==> config.mk <==
export PLATFORM = sky130hd
export DESIGN_NAME = sram_access_arbiter_flat
export DESIGN_NICKNAME = d
export VERILOG_FILES = /design/src/rtl/sram_arb_pkg.sv /design/src/rtl/sram_access_arbiter_if.sv /design/src/rtl/sram_arb_tag_fifo.sv /design/src/rtl/sram_access_arbiter.sv /design/src/flat_wrapper.sv
export SDC_FILE = /design/constraint.sdc
export NUM_CORES = 1
export LEC_CHECK = 0
export CORE_AREA = 2 2 425 427
export CTS_CLUSTER_DIAMETER = 40
export CTS_CLUSTER_SIZE = 30
export DETAILED_ROUTE_END_ITERATION = 10
export DIE_AREA = 0 0 427 429
export PLACE_DENSITY = 0.43
export SETUP_SLACK_MARGIN = 0.02
export SKIP_LAST_GASP = 1
export SLEW_MARGIN = 10
export SYNTH_ARGS = -nofsm -noshare
export SYNTH_HDL_FRONTEND = slang
export SYNTH_HIERARCHICAL = 1
export SYNTH_SLANG_ARGS = --single-unit
==> constraint.sdc <==
create_clock -name i_memclk -period 5.8 [get_ports i_memclk]
set_input_delay 0.58 -clock i_memclk [delete_from_list [all_inputs] [get_ports i_memclk]]
set_output_delay 0.58 -clock i_memclk [all_outputs]
set_load 0.03 [all_outputs]
==> src/rtl/sram_arb_pkg.sv <==
// Shared widths, read-return tags and FSM encodings
// for the SRAM access arbiter.
package sram_arb_pkg;

  localparam int ADDR_WIDTH = 19;
  localparam int DATA_WIDTH = 201;

  localparam logic TAG_UPD = 1'b0;
  localparam logic TAG_REG = 1'b1;

  typedef enum logic [1:0] {
    IDLE  = 2'd0,
    ISSUE = 2'd1,
    HOLD  = 2'd2
  } arb_state_t;

endpackage

==> src/rtl/sram_access_arbiter_if.sv <==
// Request, SRAM command and read-return bundle of the arbiter.
// slave = arbiter side, master = requesters/controller side.
interface sram_access_arbiter_if #(
  parameter int ADDR_WIDTH = sram_arb_pkg::ADDR_WIDTH,
  parameter int DATA_WIDTH = sram_arb_pkg::DATA_WIDTH
);

  logic                  upd_req_valid;
  logic                  upd_req_ready;
  logic                  upd_req_rnw;
  logic [ADDR_WIDTH-1:0] upd_req_addr;
  logic [DATA_WIDTH-1:0] upd_req_wdata;

  logic                  reg_req_valid;
  logic                  reg_req_ready;
  logic [ADDR_WIDTH-1:0] reg_req_addr;

  logic                  sram_cmd_valid;
  logic                  sram_cmd_ready;
  logic                  sram_cmd_rnw;
  logic [ADDR_WIDTH-1:0] sram_cmd_addr;
  logic [DATA_WIDTH-1:0] sram_cmd_wdata;

  logic                  sram_rd_valid;
  logic [DATA_WIDTH-1:0] sram_rd_data;

  logic                  upd_rd_valid;
  logic [DATA_WIDTH-1:0] upd_rd_data;
  logic                  reg_rd_valid;
  logic [DATA_WIDTH-1:0] reg_rd_data;

  modport slave (
    input  upd_req_valid, upd_req_rnw,
    input  upd_req_addr, upd_req_wdata,
    output upd_req_ready,
    input  reg_req_valid, reg_req_addr,
    output reg_req_ready,
    output sram_cmd_valid, sram_cmd_rnw,
    output sram_cmd_addr, sram_cmd_wdata,
    input  sram_cmd_ready,
    input  sram_rd_valid, sram_rd_data,
    output upd_rd_valid, upd_rd_data,
    output reg_rd_valid, reg_rd_data
  );

  modport master (
    output upd_req_valid, upd_req_rnw,
    output upd_req_addr, upd_req_wdata,
    input  upd_req_ready,
    output reg_req_valid, reg_req_addr,
    input  reg_req_ready,
    input  sram_cmd_valid, sram_cmd_rnw,
    input  sram_cmd_addr, sram_cmd_wdata,
    output sram_cmd_ready,
    output sram_rd_valid, sram_rd_data,
    input  upd_rd_valid, upd_rd_data,
    input  reg_rd_valid, reg_rd_data
  );

endinterface

==> src/rtl/sram_arb_tag_fifo.sv <==
// 1-bit synchronous tag FIFO recording the requester of
// each in-flight SRAM read, in issue order.
module sram_arb_tag_fifo #(
  parameter  int DEPTH = 8,
  localparam int AW    = $clog2(DEPTH),
  localparam int CW    = AW + 1
) (
  input  logic          i_clk,
  input  logic          i_rst,
  input  logic          i_push,
  input  logic          i_din,
  input  logic          i_pop,
  output logic          o_dout,
  output logic          o_full,
  output logic          o_empty,
  output logic [CW-1:0] o_count
);

  logic [DEPTH-1:0] r_mem;
  logic [AW-1:0]    r_wr;
  logic [AW-1:0]    r_rd;
  logic [CW-1:0]    r_count;
  logic             w_push;
  logic             w_pop;

  assign o_full  = (r_count == CW'(DEPTH));
  assign o_empty = (r_count == '0);
  assign o_count = r_count;
  assign o_dout  = r_mem[r_rd];

  assign w_push = i_push && !o_full;
  assign w_pop  = i_pop && !o_empty;

  always_ff @(posedge i_clk) begin
    if (i_rst) begin
      r_wr    <= '0;
      r_rd    <= '0;
      r_count <= '0;
    end else begin
      if (w_push) r_wr <= r_wr + 1'b1;
      if (w_pop)  r_rd <= r_rd + 1'b1;
      r_count <= r_count + CW'(w_push) - CW'(w_pop);
    end
  end

  always_ff @(posedge i_clk) begin
    if (w_push) r_mem[r_wr] <= i_din;
  end

endmodule

==> src/rtl/sram_access_arbiter.sv <==
// SRAM command-port arbiter: update path vs host reads, tagged read return.
// SRAM_ARB_RR_EN selects strict round-robin instead of update priority.
module sram_access_arbiter #(
  parameter int ADDR_WIDTH       = sram_arb_pkg::ADDR_WIDTH,
  parameter int DATA_WIDTH       = sram_arb_pkg::DATA_WIDTH,
  parameter int MAX_OUTSTANDING  = 8,
  parameter int REG_STARVE_LIMIT = 16
) (
  input  logic                 i_memclk,
  input  logic                 i_memreset,
  sram_access_arbiter_if.slave io_arb,
  output logic                 o_rd_orphan,
  output logic [1:0]           o_arb_state
);

  import sram_arb_pkg::*;

  arb_state_t            r_state;
  logic                  r_cmd_valid;
  logic                  r_cmd_rnw;
  logic [ADDR_WIDTH-1:0] r_cmd_addr;
  logic [DATA_WIDTH-1:0] r_cmd_wdata;

  logic                  r_upd_rd_valid;
  logic [DATA_WIDTH-1:0] r_upd_rd_data;
  logic                  r_reg_rd_valid;
  logic [DATA_WIDTH-1:0] r_reg_rd_data;
  logic                  r_orphan;

  logic w_slot_free;
  logic w_upd_can;
  logic w_reg_can;
  logic w_reg_first;
  logic w_grant_upd;
  logic w_grant_reg;
  logic w_push;
  logic w_pop;
  logic w_tag;
  logic w_full;
  logic w_empty;

  // readies stay low while reset is held
  assign w_slot_free = !i_memreset &&
                       (!r_cmd_valid || io_arb.sram_cmd_ready);

  assign w_upd_can = io_arb.upd_req_valid &&
                     (!io_arb.upd_req_rnw || !w_full);
  assign w_reg_can = io_arb.reg_req_valid && !w_full;

`ifdef SRAM_ARB_RR_EN
  logic r_last;

  assign w_reg_first = (r_last == TAG_UPD);

  always_ff @(posedge i_memclk) begin
    if (i_memreset)       r_last <= TAG_REG;
    else if (w_grant_upd) r_last <= TAG_UPD;
    else if (w_grant_reg) r_last <= TAG_REG;
  end
`else
  localparam int SW = $clog2(REG_STARVE_LIMIT + 1);

  logic [SW-1:0] r_starve;

  assign w_reg_first = (r_starve == SW'(REG_STARVE_LIMIT));

  always_ff @(posedge i_memclk) begin
    if (i_memreset) begin
      r_starve <= '0;
    end else if (w_grant_reg) begin
      r_starve <= '0;
    end else if (io_arb.reg_req_valid && !w_reg_first) begin
      r_starve <= r_starve + 1'b1;
    end
  end
`endif

  assign w_grant_reg = w_slot_free && w_reg_can &&
                       (!w_upd_can || w_reg_first);
  assign w_grant_upd = w_slot_free && w_upd_can && !w_grant_reg;

  assign io_arb.upd_req_ready = w_grant_upd;
  assign io_arb.reg_req_ready = w_grant_reg;

  assign w_push = (w_grant_upd && io_arb.upd_req_rnw) || w_grant_reg;
  assign w_pop  = io_arb.sram_rd_valid && !w_empty;

  sram_arb_tag_fifo #(
    .DEPTH (MAX_OUTSTANDING)
  ) u_tag_fifo (
    .i_clk   (i_memclk),
    .i_rst   (i_memreset),
    .i_push  (w_push),
    .i_din   (w_grant_reg),
    .i_pop   (w_pop),
    .o_dout  (w_tag),
    .o_full  (w_full),
    .o_empty (w_empty),
    .o_count ()
  );

  always_ff @(posedge i_memclk) begin
    if (i_memreset) begin
      r_state     <= IDLE;
      r_cmd_valid <= 1'b0;
      r_cmd_rnw   <= 1'b0;
      r_cmd_addr  <= '0;
      r_cmd_wdata <= '0;
    end else begin
      unique case (1'b1)
        w_grant_upd: begin
          r_state     <= ISSUE;
          r_cmd_valid <= 1'b1;
          r_cmd_rnw   <= io_arb.upd_req_rnw;
          r_cmd_addr  <= io_arb.upd_req_addr;
          r_cmd_wdata <= io_arb.upd_req_wdata;
        end
        w_grant_reg: begin
          r_state     <= ISSUE;
          r_cmd_valid <= 1'b1;
          r_cmd_rnw   <= 1'b1;
          r_cmd_addr  <= io_arb.reg_req_addr;
          r_cmd_wdata <= '0;
        end
        default: begin
          if (r_cmd_valid && !io_arb.sram_cmd_ready) begin
            r_state <= HOLD;
          end else begin
            r_state     <= IDLE;
            r_cmd_valid <= 1'b0;
          end
        end
      endcase
    end
  end

  assign io_arb.sram_cmd_valid = r_cmd_valid;
  assign io_arb.sram_cmd_rnw   = r_cmd_rnw;
  assign io_arb.sram_cmd_addr  = r_cmd_addr;
  assign io_arb.sram_cmd_wdata = r_cmd_wdata;
  assign o_arb_state           = r_state;

  always_ff @(posedge i_memclk) begin
    if (i_memreset) begin
      r_upd_rd_valid <= 1'b0;
      r_upd_rd_data  <= '0;
      r_reg_rd_valid <= 1'b0;
      r_reg_rd_data  <= '0;
      r_orphan       <= 1'b0;
    end else begin
      r_upd_rd_valid <= w_pop && (w_tag == TAG_UPD);
      r_reg_rd_valid <= w_pop && (w_tag == TAG_REG);
      if (w_pop && (w_tag == TAG_UPD)) begin
        r_upd_rd_data <= io_arb.sram_rd_data;
      end
      if (w_pop && (w_tag == TAG_REG)) begin
        r_reg_rd_data <= io_arb.sram_rd_data;
      end
      if (io_arb.sram_rd_valid && w_empty) begin
        r_orphan <= 1'b1;
      end
    end
  end

  assign io_arb.upd_rd_valid = r_upd_rd_valid;
  assign io_arb.upd_rd_data  = r_upd_rd_data;
  assign io_arb.reg_rd_valid = r_reg_rd_valid;
  assign io_arb.reg_rd_data  = r_reg_rd_data;
  assign o_rd_orphan         = r_orphan;

endmodule

==> src/flat_wrapper.sv <==
// flat-port wrapper written by rule: the top's interface ports become plain ports
module sram_access_arbiter_flat import sram_arb_pkg::*;
#(
  parameter int ADDR_WIDTH       = sram_arb_pkg::ADDR_WIDTH,
  parameter int DATA_WIDTH       = sram_arb_pkg::DATA_WIDTH,
  parameter int MAX_OUTSTANDING  = 8,
  parameter int REG_STARVE_LIMIT = 16
)
  (i_memclk, i_memreset, o_rd_orphan, o_arb_state, io_arb_upd_req_valid, io_arb_upd_req_rnw, io_arb_upd_req_addr, io_arb_upd_req_wdata, io_arb_upd_req_ready, io_arb_reg_req_valid, io_arb_reg_req_addr, io_arb_reg_req_ready, io_arb_sram_cmd_valid, io_arb_sram_cmd_rnw, io_arb_sram_cmd_addr, io_arb_sram_cmd_wdata, io_arb_sram_cmd_ready, io_arb_sram_rd_valid, io_arb_sram_rd_data, io_arb_upd_rd_valid, io_arb_upd_rd_data, io_arb_reg_rd_valid, io_arb_reg_rd_data);
  sram_access_arbiter_if #(.ADDR_WIDTH(ADDR_WIDTH), .DATA_WIDTH(DATA_WIDTH)) io_arb_i ();
  input  logic i_memclk;
  input  logic i_memreset;
  output logic o_rd_orphan;
  output logic [1:0] o_arb_state;
  input wire logic [$bits(io_arb_i.upd_req_valid)-1:0] io_arb_upd_req_valid;
  input wire logic [$bits(io_arb_i.upd_req_rnw)-1:0] io_arb_upd_req_rnw;
  input wire logic [$bits(io_arb_i.upd_req_addr)-1:0] io_arb_upd_req_addr;
  input wire logic [$bits(io_arb_i.upd_req_wdata)-1:0] io_arb_upd_req_wdata;
  output wire logic [$bits(io_arb_i.upd_req_ready)-1:0] io_arb_upd_req_ready;
  input wire logic [$bits(io_arb_i.reg_req_valid)-1:0] io_arb_reg_req_valid;
  input wire logic [$bits(io_arb_i.reg_req_addr)-1:0] io_arb_reg_req_addr;
  output wire logic [$bits(io_arb_i.reg_req_ready)-1:0] io_arb_reg_req_ready;
  output wire logic [$bits(io_arb_i.sram_cmd_valid)-1:0] io_arb_sram_cmd_valid;
  output wire logic [$bits(io_arb_i.sram_cmd_rnw)-1:0] io_arb_sram_cmd_rnw;
  output wire logic [$bits(io_arb_i.sram_cmd_addr)-1:0] io_arb_sram_cmd_addr;
  output wire logic [$bits(io_arb_i.sram_cmd_wdata)-1:0] io_arb_sram_cmd_wdata;
  input wire logic [$bits(io_arb_i.sram_cmd_ready)-1:0] io_arb_sram_cmd_ready;
  input wire logic [$bits(io_arb_i.sram_rd_valid)-1:0] io_arb_sram_rd_valid;
  input wire logic [$bits(io_arb_i.sram_rd_data)-1:0] io_arb_sram_rd_data;
  output wire logic [$bits(io_arb_i.upd_rd_valid)-1:0] io_arb_upd_rd_valid;
  output wire logic [$bits(io_arb_i.upd_rd_data)-1:0] io_arb_upd_rd_data;
  output wire logic [$bits(io_arb_i.reg_rd_valid)-1:0] io_arb_reg_rd_valid;
  output wire logic [$bits(io_arb_i.reg_rd_data)-1:0] io_arb_reg_rd_data;
  assign io_arb_i.upd_req_valid = io_arb_upd_req_valid;
  assign io_arb_i.upd_req_rnw = io_arb_upd_req_rnw;
  assign io_arb_i.upd_req_addr = io_arb_upd_req_addr;
  assign io_arb_i.upd_req_wdata = io_arb_upd_req_wdata;
  assign io_arb_upd_req_ready = io_arb_i.upd_req_ready;
  assign io_arb_i.reg_req_valid = io_arb_reg_req_valid;
  assign io_arb_i.reg_req_addr = io_arb_reg_req_addr;
  assign io_arb_reg_req_ready = io_arb_i.reg_req_ready;
  assign io_arb_sram_cmd_valid = io_arb_i.sram_cmd_valid;
  assign io_arb_sram_cmd_rnw = io_arb_i.sram_cmd_rnw;
  assign io_arb_sram_cmd_addr = io_arb_i.sram_cmd_addr;
  assign io_arb_sram_cmd_wdata = io_arb_i.sram_cmd_wdata;
  assign io_arb_i.sram_cmd_ready = io_arb_sram_cmd_ready;
  assign io_arb_i.sram_rd_valid = io_arb_sram_rd_valid;
  assign io_arb_i.sram_rd_data = io_arb_sram_rd_data;
  assign io_arb_upd_rd_valid = io_arb_i.upd_rd_valid;
  assign io_arb_upd_rd_data = io_arb_i.upd_rd_data;
  assign io_arb_reg_rd_valid = io_arb_i.reg_rd_valid;
  assign io_arb_reg_rd_data = io_arb_i.reg_rd_data;
  sram_access_arbiter #(.ADDR_WIDTH(ADDR_WIDTH), .DATA_WIDTH(DATA_WIDTH), .MAX_OUTSTANDING(MAX_OUTSTANDING), .REG_STARVE_LIMIT(REG_STARVE_LIMIT)) u_core (.i_memclk(i_memclk), .i_memreset(i_memreset), .io_arb(io_arb_i), .o_rd_orphan(o_rd_orphan), .o_arb_state(o_arb_state));
endmodule
== Word level (Yosys, flattened, before mapping) ==
Index checks and enable logic that the tools add are counted.
Widths: inputs -> output; s select.
Word-level totals
  register bits after elaboration: 652
  input port bits: 447
Cells by class
  $add $sub $neg: 5
  magnitude comparators: 3
  equal/unequal tests: 3
  mux-type cells: 12
  bitwise logic cells: 1
  reductions and logical operators: 35
Operator list (count)
  $pmux 201 s2: 1
  $pmux 19 s2: 1
  $logic_and 1x1->1: 17
  $logic_not 1->1: 9
  $bwmux 8: 1
  $lt 3x4->1 const B: 2
  $add 3x1->3 const B: 2
  $add 5x1->5 const B: 1
  $eq 5x5->1 const B: 1
  $mux 1: 5
  $add 4x1->4: 1
  $eq 4x4->1 const B: 1
  $logic_not 4->1: 1
  $logic_or 1x1->1: 4
  $reduce_or 2->1: 2
  $sub 4x1->4: 1
  $bmux 1 s3: 1
  $demux 1 s3: 1
  $ge 3x1->1 const B: 1
  $reduce_or 3->1: 1
  $mux 2: 1
  $ne 2x2->1 const B: 1
  $pmux 1 s2: 1
  $reduce_bool 2->1: 1
  $not 1->1: 1

== Longest topological paths before layout ==
  word-level depth: 14
  gate-level depth with buffers: 15

== Cells and area by module ==
The synthesis kept the hierarchy.
Modules (own cells, without submodules)
  sram_access_arbiter: times used 1, cells each 2328, area each 20896.3 µm², seq. area each 12692.2 µm²
  sram_arb_tag_fifo: times used 1, cells each 86, area each 925.9 µm², seq. area each 440.4 µm²

== Least setup slack after synthesis ==
OpenSTA, ideal clock, no wires.
  path type: flip-flop to flip-flop
  start: register u_core.u_tag_fifo.r_count[2] (netlist: u_core/u_tag_fifo/o_count[2])
  end: register u_core.u_tag_fifo.r_count[2] (netlist: u_core/u_tag_fifo/o_count[2])
  data arrival time: 3.043 ns
  setup slack: 2.630 ns
  stages on the path, launching flop included: 16
  buffers on the path: 1
  period minus slack after synthesis: 3.170 ns
  path through: dfxtp_1 -> inv_1 -> ha_1 -> or3b_4 -> inv_2 -> nand2b_1 -> a2111oi_4 -> buf_2 -> a21o_1 -> inv_1 -> nor2_1 -> ha_1 -> inv_1 -> fa_1 -> xor2_1 -> nor2_1
Between the ends
  cells in the longest elaborated chain, start to end: 14
RTL lines
  from (decl): line sram_arb_tag_fifo.sv:22  | logic [CW-1:0] r_count;
  from (signal assigned): line sram_arb_tag_fifo.sv:42  | r_count <= r_count + CW'(w_push) - CW'(w_pop);
  $eq 4x4->1 *: line sram_arb_tag_fifo.sv:26  | assign o_full = (r_count == CW'(DEPTH));
  net u_core.w_full: line sram_access_arbiter.sv:39  | logic w_full;
  $logic_not 1->1 *: line sram_access_arbiter.sv:47, sram_access_arbiter.sv:48
  $logic_or 1x1->1: line sram_access_arbiter.sv:47  | (!io_arb.upd_req_rnw || !w_full);
  $logic_and 1x1->1: line sram_access_arbiter.sv:46  | assign w_upd_can = io_arb.upd_req_valid &&
  $logic_not 1->1: line sram_access_arbiter.sv:79  | (!w_upd_can || w_reg_first);
  $logic_or 1x1->1: line sram_access_arbiter.sv:79
  $logic_and 1x1->1 *: line sram_access_arbiter.sv:78  | assign w_grant_reg = w_slot_free && w_reg_can &&
  net io_arb_reg_req_ready: line flat_wrapper.sv:22  | output wire logic [$bits(io_arb_i.reg_req_ready)-1:0] io_arb_reg_req_ready;
  [... 1 more ...]
  $logic_and 1x1->1: line sram_access_arbiter.sv:80  | assign w_grant_upd = w_slot_free && w_upd_can && !w_grant_reg;
  $logic_and 1x1->1: line sram_access_arbiter.sv:85  | assign w_push = (w_grant_upd && io_arb.upd_req_rnw) || w_grant_reg;
  $logic_or 1x1->1 *: line sram_access_arbiter.sv:85
  net u_core.w_push: line sram_access_arbiter.sv:36  | logic w_push;
  $logic_and 1x1->1 *: line sram_arb_tag_fifo.sv:31  | assign w_push = i_push && !o_full;
  net u_core.u_tag_fifo.w_push: line sram_arb_tag_fifo.sv:23  | logic w_push;
  $add 4x1->4 *: line sram_arb_tag_fifo.sv:42
  $sub 4x1->4 *: line sram_arb_tag_fifo.sv:42
The timed path passes the listed nets; every way through them passes the cells marked *.
A chain may end at the register's enable or synchronous reset.

== Worst setup path in the final report ==
  start: register u_core.u_tag_fifo.r_count[2] (netlist: u_core/u_tag_fifo/o_count[2])
  end: output port io_arb_reg_req_ready
Between the ends
  cells in the longest elaborated chain, start to end: 7
RTL lines (line)
  $eq 4x4->1 *: sram_arb_tag_fifo.sv:26
  net u_core.w_full: sram_access_arbiter.sv:39
  $logic_not 1->1 *: sram_access_arbiter.sv:47, sram_access_arbiter.sv:48
  $logic_or 1x1->1: sram_access_arbiter.sv:47
  $logic_and 1x1->1: sram_access_arbiter.sv:46
  $logic_not 1->1: sram_access_arbiter.sv:79
  $logic_or 1x1->1: sram_access_arbiter.sv:79
  $logic_and 1x1->1 *: sram_access_arbiter.sv:78
  to (decl): flat_wrapper.sv:22
Marks and branches as above.

==> impl.org <==
** Outcome
- The run finished with clean final reports.

** Global routing
- In the global route stage, met1 resource usage came out at 0.125.
- Number of global-route vias before repair :: 20,600
- The global routing stage identified its most utilized layer as met2.
- Global-route wire length before repair :: 155,000 microns
- Global routing finished with a remaining overflow of 0.
- Antenna violations before repair :: 24
- In the global route stage, met3 resource usage came out at 0.0432.
- Maximum number of pins on one net before global-route repair :: 210
- For this run, global-route usage on met2 was measured as 0.212.
- Gr usage total :: 0.119

** Logic synthesis
- Most instantiated library cell after synthesis :: sky130_fd_sc_hd__nand2_1
- Cell variety after synth :: 39
- Mapped cell area :: 21,800 sq um
- Of all flip-flops after synthesis, the portion carrying an async set or reset was 0.
- Synthesized netlist net count :: 2,872
- For this run, the leading register cell type out of synthesis is sky130_fd_sc_hd__dfxtp_1.
- Most numerous cell types in the synthesized netlist :: 810 x sky130_fd_sc_hd__nand2_1, 644 x sky130_fd_sc_hd__dfxtp_1, 448 x sky130_fd_sc_hd__a21oi_1
- Of all cell types, the one taking the most synthesized area is sky130_fd_sc_hd__dfxtp_1.
- Number of flops mapped to enable cells by yosys :: 8
- After synthesis the netlist holds a flip-flop and latch count of 652.
- The share of synthesized area in the top cell type comes to 0.591.
- Of the synthesized area, sequential elements account for 0.602.
- During synthesis, Yosys emitted a total of 6 warnings.
- Mean instance size in the synthesized netlist :: 9.04 sq um
- Instance count of the mapped netlist :: 2,414
- Ranked by total cell area, the synthesized netlist is headed by sky130_fd_sc_hd__dfxtp_1 59%, sky130_fd_sc_hd__nand2_1 14%, sky130_fd_sc_hd__a21oi_1 10%, sky130_fd_sc_hd__a22o_1 8.1%, sky130_fd_sc_hd__clkbuf_1 2.6%.

** Routing
- After detailed routing, the number of remaining DRC violations is 0.
- Number of routed nets with antenna violations :: 0
- Final wirelength :: 113,000 microns
- Violation count after the first detailed-routing iteration :: 1,158
- The first TritonRoute pass finished after 6 iterations.
- After detailed routing, the number of vias per cell comes to 3.54.
- Drt wl/cell :: 19.1 microns
- The routed layout has 21,100 vias.

** STA
- Measured against its own limit, the worst slew margin works out to 0.287.
- FMAX :: 244 MHz
- Dividing the final minimum period by the clock period gives 0.707.
- Setup tns final :: 0 ns
- Largest clock skew in the final design :: 0.0379 ns
- Unrepaired setup endpoints after global routing :: false
- For the pin with the worst max-slew slack, the measured transition is 1.07 ns.
- Count of endpoints failing setup in the final report :: 0
- Final worst path period need :: 4.10 ns
- Number of hold violations in the final report :: 0
- Pins over their slew limit :: 0
- The worst path meets setup with 1.70 ns of slack.

** Floorplanning
- The initial utilization of the core area, before any placement, comes to 0.123.
- Measured along the x axis, the die boundary spans 427 microns.
- Standard-cell row count :: 155
- Die boundary height :: 429 microns
- For this design the top-level I/O count stands at 1,078.
- The die covers 183,000 sq um.
- Core region area :: 178,000 sq um

** Worst setup path
- Startpoint class of the critical path :: register
- Critical path endpoint category :: output pin
- Worst r2r dst :: u_core/io_arb.sram_cmd_wdata[19]
- Required @ worst endpoint :: 5.22 ns
- The worst setup path is of the reg2out kind.
- The worst register-to-register path begins at u_core/u_tag_fifo/o_count[2].
- For the worst flop-to-flop path, the logic depth is 11.
- Data arrival time at the worst-slack endpoint :: 3.52 ns
- Along the worst path, the maximum fanout reaches 32.
- Across all register-to-register paths, the minimum setup slack is 2.17 ns.

** Power
- Leakage :: 0.0142 uW
- Of the total power, registers draw 0.288.
- Switching power :: 6290 uW
- Of the total power, combinational logic draws 0.264.
- Fraction of power spent switching nets :: 0.329
- Fraction of power consumed by the clock network :: 0.448
- Power Density :: 475 nW/um^2
- Maximum VDD drop :: 0.240 mV
- The internal power of the cells totals 12,800 uW.

** Clock tree
- The tree is rooted in a sky130_fd_sc_hd__clkbuf_16.
- Number of H-tree branching levels :: 4
- Clock transition at path regs :: 0.04 ns
- Post-CTS resize count :: 0
- Clock latency on the worst-skew pair, taken at its later pin, is 0.78 ns.
- Clock tree from TritonCTS :: yes
- CTS saw 652 sinks.
- Number of buffers inserted during clock tree synthesis :: 142
- Counting along the longest clock path gives a buffer depth of 3.
- Hold repair after CTS inserted 0 buffers.
- After clock tree synthesis, the setup repair step added 0 buffers.

** Flow run
- Count of maximum capacitance violations :: 0

** Final layout
- The area growth from synthesis to layout is 84.8%.
- Share of cells above drive strength 1 :: 0.0795
- The final layout contains 3,929 nets.

** Worst hold path
- The path class of the tightest hold or removal check is in2reg.
- Terminating pin of the worst hold path :: u_core/io_arb.reg_rd_valid
- Worst Min Path Start :: i_memreset
- Worst Hold Depth :: 2

** Placed design
- Pre-CTS setup slack :: 2.13 ns
- Number of buffers inserted by port buffering :: 1,077
- At the end of routability-driven placement, the weighted congestion stood at 0.823.
- Half-perimeter wire length of the detailed placement result :: 82,800 microns
sequential cells by signal, indices dropped and copies added (netlist names):
| signal | count |
|---|---|
| u_core/r_starve | 5 |
| u_core/o_rd_orphan | 1 |
| u_core/io_arb.upd_rd_valid | 1 |
| u_core/io_arb.sram_cmd_wdata | 201 |
| u_core/u_tag_fifo/r_mem | 8 |
| u_core/io_arb.upd_rd_data | 201 |
| u_core/u_tag_fifo/r_wr | 3 |
| u_core/u_tag_fifo/o_count | 4 |
| u_core/io_arb.reg_rd_valid | 1 |
| u_core/io_arb.reg_rd_data | 201 |
| u_core/io_arb.sram_cmd_addr | 19 |
| u_core/io_arb.sram_cmd_valid | 1 |
| u_core/u_tag_fifo/r_rd | 3 |
| u_core/io_arb.sram_cmd_rnw | 1 |
| u_core/o_arb_state | 2 |
critical path, cell delays in order (launching register included):
cell and delay (ns):
sky130_fd_sc_hd__dfxtp_1 0.31, sky130_fd_sc_hd__inv_1 0.07, sky130_fd_sc_hd__ha_1 0.20, sky130_fd_sc_hd__or3b_4 0.25, sky130_fd_sc_hd__inv_2 0.07, sky130_fd_sc_hd__nand2b_1 0.24
sky130_fd_sc_hd__a2111oi_4 0.34, sky130_fd_sc_hd__buf_4 0.46, sky130_fd_sc_hd__clkdlybuf4s50_1 0.77
cells in the final DEF (no fill, tap or decap), types with 4 or more instances in the layout:
| cell type | n |
|---|---|
| sky130_fd_sc_hd__dfxtp_1 | 644 |
| sky130_fd_sc_hd__xor2_1 | 4 |
| sky130_fd_sc_hd__diode_2 | 9 |
| sky130_fd_sc_hd__inv_6 | 4 |
| sky130_fd_sc_hd__edfxtp_1 | 8 |
| sky130_fd_sc_hd__buf_4 | 10 |
| sky130_fd_sc_hd__buf_12 | 12 |
| sky130_fd_sc_hd__nand2b_1 | 7 |
| sky130_fd_sc_hd__ha_1 | 10 |
| sky130_fd_sc_hd__a22o_1 | 201 |
| sky130_fd_sc_hd__inv_1 | 10 |
| sky130_fd_sc_hd__inv_16 | 4 |
| sky130_fd_sc_hd__mux2i_1 | 20 |
| sky130_fd_sc_hd__nor2_1 | 20 |
| sky130_fd_sc_hd__clkinv_4 | 11 |
| sky130_fd_sc_hd__nand3_1 | 5 |
| sky130_fd_sc_hd__clkdlybuf4s50_1 | 1076 |
| sky130_fd_sc_hd__bufinv_16 | 17 |
| sky130_fd_sc_hd__clkinv_2 | 22 |
| sky130_fd_sc_hd__clkbuf_16 | 149 |
| sky130_fd_sc_hd__nand2_1 | 809 |
| sky130_fd_sc_hd__clkinvlp_4 | 5 |
| sky130_fd_sc_hd__a21oi_1 | 448 |
| sky130_fd_sc_hd__o21ai_0 | 4 |
| sky130_fd_sc_hd__nor2b_1 | 5 |
| sky130_fd_sc_hd__clkbuf_1 | 13 |
| sky130_fd_sc_hd__clkbuf_8 | 30 |
kinds of logic after synthesis:
family / after synthesis / share of synthesized area
simple gates: 864 / 0.154
mux: 24 / 0.0126
flops: 652 / 0.602
xor+xnor: 5 / 0.00201
compound gates: 660 / 0.188
buf+inv: 198 / 0.0353
fa+ha+maj: 11 / 0.00665
layout make-up:
class                   count  area (sq um)
inverters                  12          45.0
fillers                 19500        138000
clock buffers             192          4190
flip-flops and latches    652         13100
multi-input cells        1564          7970
repair buffers           1099         11100
diodes                      9          22.5
clock inverters            65           916
well taps                2355          2950
how the worst max path moves through the flow:
stage,start,to,cells after the start
detailed placement,io_arb_reg_req_valid,u_core/u_tag_fifo/o_count[2],12
global route,u_core/u_tag_fifo/o_count[2],io_arb_reg_req_ready,8
finish,u_core/u_tag_fifo/o_count[2],io_arb_reg_req_ready,8
global placement,io_arb_reg_req_valid,u_core/u_tag_fifo/o_count[2],12
CTS,u_core/u_tag_fifo/o_count[2],io_arb_reg_req_ready,8
floorplan,u_core/u_tag_fifo/o_count[2],u_core/u_tag_fifo/o_count[2],15
power groups by stage:
stage | registers (uW) | logic, uW | clock network, uW
finish | 5520 | 5050 | 8580
detailed placement | 5590 | 5130 | 0
global route | 5590 | 5370 | 9030
global placement | 5580 | 5120 | 0
floorplan | 6760 | 1450 | 0
CTS | 5520 | 5150 | 8810
layer usage:
layer  vias to the layer above  routed length [microns]
met2                       709                    59500
li1                      10300                        -
met1                      9876                    42600
met4                        14                     3120
met5                         -                       80
met3                       188                     8110
per-stage QoR:
step / instances / power [uW] / hold slack (ns) / cell area (sq um) / utilization
6_report: 5948 / 19100 / 0.234 / 40300 / 0.226
5_1_grt: 5948 / 20000 / 0.197 / 40300 / 0.226
4_1_cts: 5939 / 19500 / 0.163 / 40300 / 0.226
3_5_place_dp: 5682 / 10700 / 0.445 / 35200 / 0.198
3_3_place_gp: 5682 / 10700 / 0.441 / 35200 / 0.198
2_1_floorplan: 2414 / 8210 / 0.463 / 21800 / -
Note: power is estimated with default switching activity, not from simulation.
